**config.mk**
```make
export PLATFORM = sky130hd
export DESIGN_NAME = imm_gen_pipe
export DESIGN_NICKNAME = d
export VERILOG_FILES = /design/src/rtl/imm_gen_pipe.sv
export SDC_FILE = /design/constraint.sdc
export NUM_CORES = 1
export LEC_CHECK = 0
export CAP_MARGIN = 5
export CORE_UTILIZATION = 46
export DETAILED_ROUTE_END_ITERATION = 16
export PLACE_DENSITY = 0.84
export SYNTH_ARGS = -nofsm -noshare
export SYNTH_HDL_FRONTEND = slang
export SYNTH_SLANG_ARGS = --single-unit
```
**constraint.sdc**
```tcl
create_clock -name clk -period 2.8 [get_ports clk]
set_clock_uncertainty 0.05 [all_clocks]
set_input_delay 0.84 -clock clk [delete_from_list [all_inputs] [get_ports clk]]
set_output_delay 0.84 -clock clk [all_outputs]
set_load 0.03 [all_outputs]
```
**src/rtl/imm_gen_pipe.sv**
```systemverilog
// RISC-V immediate generator with a valid/ready output register and a one-entry skid
// register, so the block sustains one beat per cycle under back-pressure.
module imm_gen_pipe #(
  parameter int XLEN  = 32,
  parameter int TAG_W = 8
) (
  input  logic             clk,
  input  logic             rst_n,
  input  logic             in_valid,
  output logic             in_ready,
  input  logic [24:0]      instr_in,
  input  logic [2:0]       imm_src,
  input  logic [TAG_W-1:0] in_tag,
  output logic             out_valid,
  input  logic             out_ready,
  output logic [XLEN-1:0]  out_imm,
  output logic [TAG_W-1:0] out_tag,
  output logic             out_err
);

  localparam logic [2:0] SRC_I     = 3'b000;
  localparam logic [2:0] SRC_S     = 3'b001;
  localparam logic [2:0] SRC_B     = 3'b010;
  localparam logic [2:0] SRC_J     = 3'b011;
  localparam logic [2:0] SRC_U     = 3'b100;
  localparam logic [2:0] SRC_SHAMT = 3'b101;
  localparam logic [2:0] SRC_ZIMM  = 3'b110;

  generate
    if (XLEN != 32 && XLEN != 64) begin : g_bad_xlen
      $error("imm_gen_pipe: XLEN must be 32 or 64");
    end
  endgenerate

  // Re-indexed so field slices read exactly like the ISA manual's inst[hi:lo].
  logic [31:7] inst;
  assign inst = instr_in;

  logic [31:0]      raw;
  logic             sext;
  logic             dec_err;
  logic [XLEN-1:0]  dec_imm;

  // NOTE: every variable gets a default before the case so no latch is inferred.
  always_comb begin
    raw     = '0;
    sext    = 1'b1;
    dec_err = 1'b0;
    case (imm_src)
      SRC_I: raw = {{20{inst[31]}}, inst[31:20]};
      SRC_S: raw = {{20{inst[31]}}, inst[31:25], inst[11:7]};
      SRC_B: raw = {{19{inst[31]}}, inst[31], inst[7], inst[30:25], inst[11:8], 1'b0};
      SRC_J: raw = {{11{inst[31]}}, inst[31], inst[19:12], inst[20], inst[30:21], 1'b0};
      SRC_U: raw = {inst[31:12], 12'b0};
      SRC_SHAMT: begin
        sext = 1'b0;
        raw  = (XLEN == 64) ? {26'b0, inst[25:20]} : {27'b0, inst[24:20]};
      end
      SRC_ZIMM: begin
        sext = 1'b0;
        raw  = {27'b0, inst[19:15]};
      end
      default: dec_err = 1'b1;
    endcase
  end

  assign dec_imm = sext ? XLEN'($signed(raw)) : XLEN'(raw);

  logic             sk_valid;
  logic [XLEN-1:0]  sk_imm;
  logic [TAG_W-1:0] sk_tag;
  logic             sk_err;
  logic             accept;

  // Ready depends only on registered state, never on out_ready.
  assign in_ready = ~sk_valid & rst_n;
  assign accept   = in_valid & in_ready;

  // NOTE: sequential state uses non-blocking assignments so every register samples
  // pre-edge values regardless of statement order.
  always_ff @(posedge clk) begin
    if (!rst_n) begin
      out_valid <= 1'b0;
      out_imm   <= '0;
      out_tag   <= '0;
      out_err   <= 1'b0;
      sk_valid  <= 1'b0;
    end else if (!out_valid || out_ready) begin
      if (sk_valid) begin
        out_valid <= 1'b1;
        out_imm   <= sk_imm;
        out_tag   <= sk_tag;
        out_err   <= sk_err;
        sk_valid  <= 1'b0;
      end else if (accept) begin
        out_valid <= 1'b1;
        out_imm   <= dec_imm;
        out_tag   <= in_tag;
        out_err   <= dec_err;
      end else begin
        out_valid <= 1'b0;
      end
    end else if (accept) begin
      sk_valid <= 1'b1;
    end
  end

  // NOTE: skid payload is not reset; sk_valid alone says whether it means anything.
  always_ff @(posedge clk) begin
    if (accept && out_valid && !out_ready) begin
      sk_imm <= dec_imm;
      sk_tag <= in_tag;
      sk_err <= dec_err;
    end
  end

endmodule

```
**Yosys cells after proc, flatten, opt, wreduce, memory -nomap -nowiden**

Cells that the tools add are included.

- Register bits after elaboration: 84
- Logic and storage cells: 38

- Equal/unequal tests: 6
- Mux-type cells: 10
- Bitwise gates (word level): 4
- Reductions and logical operators: 10

Operator list:

| kind | count |
|---|---|
| case mux 32 bit (7 select lines) | 1 |
| two-way mux 32 bit | 2 |
| two-way mux 8 bit | 2 |
| equality test 3 bit, second input constant | 3 |
| OR reduction 7 bit | 1 |
| equality test 3 x 2 -> 1 bit, second input constant | 2 |
| two-way mux 1 bit | 5 |
| equality test 3 x 1 -> 1 bit, second input constant | 1 |
| zero test 3 bit | 1 |
| AND 1 bit | 2 |
| logical AND 1 bit | 2 |
| zero test 1 bit | 2 |
| inverter 1 bit | 2 |
| AND reduction 2 bit | 1 |
| nonzero test 2 bit | 1 |
| OR reduction 2 bit | 1 |
| logical OR 1 bit | 1 |

**Depth between registers and ports, before layout**

Gate-level depths: netlist (run 1).

- Word-level depth: 5
- Mapped depth: 7
- Mapped depth without buffers: 4

**Worst setup path before layout (run 1)**

Ideal clock, no wire load.

- Kind: input to register
- From: input rst_n
- To: register sk_err (enable)
- Arrival time: 2.653 ns
- Setup slack: -0.306 ns
- Stages: 3
- Cell sequence: and2b_1 -> clkbuf_1 -> and3_1

- Cells in the longest elaborated chain, start to end: 4

RTL lines:

| item | RTL line | source |
|---|---|---|
| start: declaration | 8 | `input logic rst_n,` |
| AND 1 bit | 76 | `assign in_ready = ~sk_valid & rst_n;` |
| via in_ready | 10 | `output logic in_ready,` |
| AND 1 bit | 77 | `assign accept = in_valid & in_ready;` |
| logical AND 1 bit (2 in series) | 110 | `if (accept && out_valid && !out_ready) begin` |
| end signal: assignment | 113 | `sk_err <= dec_err;` |
| end: declaration | 72 | `logic sk_err;` |

The timed path passes the listed nets, and every way through them passes these cells.
A chain may end at the register's enable or synchronous reset.

**Worst setup path in the final report (run 1)**

- From: input instr_in[24]
- To: register out_imm[21]

- Cells in the longest elaborated chain, start to end: 3

RTL lines:

| item | RTL line | source |
|---|---|---|
| start: declaration | 11 | `input logic [24:0] instr_in,` |
| case mux 32 bit (7 select lines) | 49 | `case (imm_src)` |
| via dec_imm[21] | 42 | `logic [XLEN-1:0] dec_imm;` |
| two-way mux 32 bit | 95 | `end else if (accept) begin` |
| two-way mux 32 bit | 89 | `if (sk_valid) begin` |
| end signal: assignment | 91 | `out_imm <= sk_imm;` |
| end signal: assignment | 97 | `out_imm <= dec_imm;` |
| end: declaration | 16 | `output logic [XLEN-1:0] out_imm,` |

The timed path passes the listed nets, and every way through them passes these cells. The select of a mux whose other input is x is not followed.

==> results of run 1 <==
==> placed cells by master, fill, tap and decap left out, types with 5 or more instances in the layout <==
cell type        instances
nand2b_1                12
a31o_2                   7
nand3_1                  7
dfxtp_1                 42
o22ai_1                  7
nor2_1                   7
nor2b_1                  8
mux2i_1                 30
a21oi_1                 17
edfxtp_1                41
and4_1                   5
o2111ai_1               11
clkdlybuf4s50_1         80
o211a_1                 16
a311o_1                  5
buf_4                   10
nand2_1                 44
o21ai_0                 13
clkbuf_8                11
a21o_1                  11
==> critical path, cell delays in order <==
cell	delay [ns]
clkdlybuf4s50_1	0.49
nor2b_1	0.75
buf_4	0.30
a21o_1	0.12
o2111ai_1	0.10
o21ai_0	0.12
==> flip-flops by register name, summed over array words and instances (netlist names) <==
| name | count |
|---|---|
| out_valid | 1 |
| out_imm | 32 |
| sk_err | 1 |
| sk_valid | 1 |
| out_tag | 8 |
| sk_tag | 8 |
| out_err | 1 |
| sk_imm | 32 |
==> where the power goes <==
| group | leakage [nW] | switching, mW | total [mW] | internal, mW |
|---|---|---|---|---|
| Clock | 0.109 | 0.424 | 0.879 | 0.455 |
| Combinational | 1.08 | 0.249 | 0.451 | 0.201 |
| Sequential | 0.725 | 0.0210 | 1.36 | 1.34 |
| Total | 1.91 | 0.694 | 2.69 | 1.99 |
==> kinds of logic after synthesis <==
| kind of cell | after synthesis |
|---|---|
| and+or+nand+nor | 95 |
| muxes | 31 |
| xor gates and xnor gates | 1 |
| DFF | 84 |
| AOI/OAI and AO/OA | 100 |
| buffers and inverters | 36 |
==> synth_stat cells, drive strengths merged <==
cell type  instances
a22o               2
nand4              1
nand2b            12
mux2               1
clkbuf             5
buf               29
nor2               8
o21bai             1
a21oi             17
edfxtp            41
a22oi              4
nand3              7
and2               2
inv                2
o221ai             1
o311a              1
a311o              5
nand2             44
xor2               1
o2111ai           11
a31o               7
a21o              11
o31a               1
nor3               1
dfxtp             43
o211a             16
o21ai             14
nor2b              9
and4               5
mux2i             30
a31oi              1
o211ai             1
and3               1
o22ai              7
nor3b              1
and2b              4
==> per-layer routing <==
metal,up-vias,share of wire [%]
li1,1431,-
met4,0,2.8
met3,22,5.6
met1,1454,45
met5,-,0
met2,105,46
==> worst min path at each step <==
stage	from	cells past startpoint	endpoint
floorplan	sk_imm[0]$_DFFE_PP_	2	out_imm[0]$_SDFFE_PN0P_
global placement	out_imm[23]$_SDFFE_PN0P_	2	out_imm[23]$_SDFFE_PN0P_
detailed placement	out_imm[28]$_SDFFE_PN0P_	2	out_imm[28]$_SDFFE_PN0P_
CTS	out_imm[28]$_SDFFE_PN0P_	2	out_imm[28]$_SDFFE_PN0P_
global route	out_imm[28]$_SDFFE_PN0P_	2	out_imm[28]$_SDFFE_PN0P_
finish	out_imm[30]$_SDFFE_PN0P_	2	out_imm[30]$_SDFFE_PN0P_
==> layout make-up <==
| cell class | instances | area, µm² | area share (%) |
|---|---|---|---|
| Inverter | 2 | 7.51 | 0.152 |
| Sequential cell | 84 | 2090 | 42.4 |
| Clock inverter | 5 | 50.0 | 1.01 |
| Tap cell | 105 | 131 | 2.66 |
| Timing Repair Buffer | 93 | 921 | 18.6 |
| Multi-Input combinational cell | 227 | 1590 | 32.1 |
| Clock buffer | 11 | 151 | 3.06 |
==> metrics by stage <==
step / TNS [ns] / hold WS [ns] / util [%]
2_1_floorplan: 0 / 0.422 / -
3_3_place_gp: 0 / 0.394 / 58.0
3_5_place_dp: -0.0552 / 0.401 / 58.0
4_1_cts: 0 / 0.422 / 60.5
5_1_grt: 0 / 0.446 / 60.5
6_report: 0 / 0.419 / 60.5
==> flow_summary_export.csv, run 1 <==
group,metric,value,unit
hold_path,hold_class,"flop to flop",
sta,worstMarginPinSlew,0.924,ns
synthesis,synthCells,347,
run_status,status,"finished, final reports clean",
clock_network,clk_path_buf_depth,2,
grt,grt_antenna_before_repair,0,
finish,final_area,4940,µm²
sta,relSlewSlack,38.3,%
place,gp_congestion,0.790,
worst_setup_path,crit_start,"instr_in[24]",
sta,finalCritPeriodShare,89.1,%
synthesis,synth_top_family_by_area,"compound AO/OA/AOI/OAI gates",
synthesis,synth_top_area_cell,"edfxtp_1",
drt,drt-wirelength-per-cell,16.7,µm
place,dpl.hpwl,5.66,mm
grt,grt_pass1_wl,14.5,mm
drt,vias,3012,
drt,drt_iter0_drc,241,
worst_setup_path,crit_type,"primary input to flop",
sta,hold_viol,0,
grt,grt_util_met1,28.7,%
finish,syn_to_final_growth,27.4,%
sta,rsz0062_at_grt,"false",
drt,dr.pass1.iters,5,
flow_run,drv_cap,0,
floorplan,rows,33,
sta,worst_slack,0.305,ns
synthesis,synthMuxAreaShare,8.03,%
clock_network,cts_hold_buf,0,
floorplan,die_h,93.8,µm
synthesis,synth_compound_area_share,19.2,%
grt,grt_usage,21.4,%
synthesis,synth-xor-area-share,0.710,%
place,place_ws,-0.0201,ns
power_and_ir_drop,p_total,2.69,mW
grt,use_met3,4.21,%
sta,setup_violations,0,
place,io_buffers,82,
finish,nets,457,
grt,busiest_layer,"met2",
drt,routed_wl,8.78,mm
power_and_ir_drop,p_per_area,544,nW/µm²
synthesis,yosys-top-cells-area,"edfxtp_1, dfxtp_1, mux2i_1, nand2_1, o211a_1",
sta,period_minus_slack,2.50,ns
worst_setup_path,rr_worst_depth,4,
synthesis,synthSimpleGateAreaFrac,12.8,%
worst_setup_path,timing.rr.end,"sk_err$_DFFE_PP_",
worst_setup_path,worstPathArrival,2.73,ns
clock_network,cts_sinks,84,
sta,slew_viol_final,0,
worst_setup_path,cp-start-kind,"primary input",
clock_network,cts-buffers-inserted,9,
synthesis,synth_nets,387,
clock_network,post_cts.repair.setup_buffers,0,
grt,grt_pass1_vias,2900,
synthesis,avgSynthCellArea,11.2,µm²
clock_network,ctsResizeCount,0,
power_and_ir_drop,irDropWorstVdd,365,µV
clock_network,htreeDepth,3,
finish,drive_above_1_share,11.1,%
floorplan,dieArea,8800,µm²
drt,via_per_inst,5.72,
grt,use_met2,32.5,%
synthesis,synthAdderAreaFrac,0,%
floorplan,core-area,8180,µm²
clock_network,cts_tree,"built",
synthesis,netlist_area,3880,µm²
clock_network,root_buffer,"clkbuf_8",
drt,drc,0,
finish,diodes,0,
floorplan,initial_core_util,47.4,%
worst_setup_path,required,3.03,ns
worst_setup_path,reg2reg_from,"sk_valid$_SDFFE_PP0P_",
worst_setup_path,ff2ff_setup_slack,1.17,ns
power_and_ir_drop,p_leak,1.91,nW
floorplan,die_x,93.8,µm
synthesis,yosys_warnings,0,
grt,grt-ovfl-total,0,
sta,fmax,401,MHz
synthesis,yosysSeqAreaShare,53.9,%
synthesis,synth_seq_cells,84,
synthesis,synth_cell_types,45,
place,dpl.cell_count,511,
worst_setup_path,endpoint_kind,"flop",
finish,fin_cells,527,
clock_network,insertion_delay,0.35,ns
finish,fillerInstances,699,
worst_setup_path,endpoint,"out_imm[21]$_SDFFE_PN0P_",
worst_setup_path,crit_path_max_fanout,13,
floorplan,pin_count,83,
grt,grt_max_degree,66,
drt,ant_nets,0,
place,placed_area,4740,µm²
synthesis,yosys.area.top_type_share,31.7,%
clock_network,clk_pin_slew_worst_paths,0.08,ns
Note: power is estimated with default switching activity, not from simulation.
==> inputs of run 2 (changes only) <==
HOLD_SLACK_MARGIN = 0.03   (was not set)
==> results of run 2 <==
Final layout, timing and power as in run 1 (identical DEF).
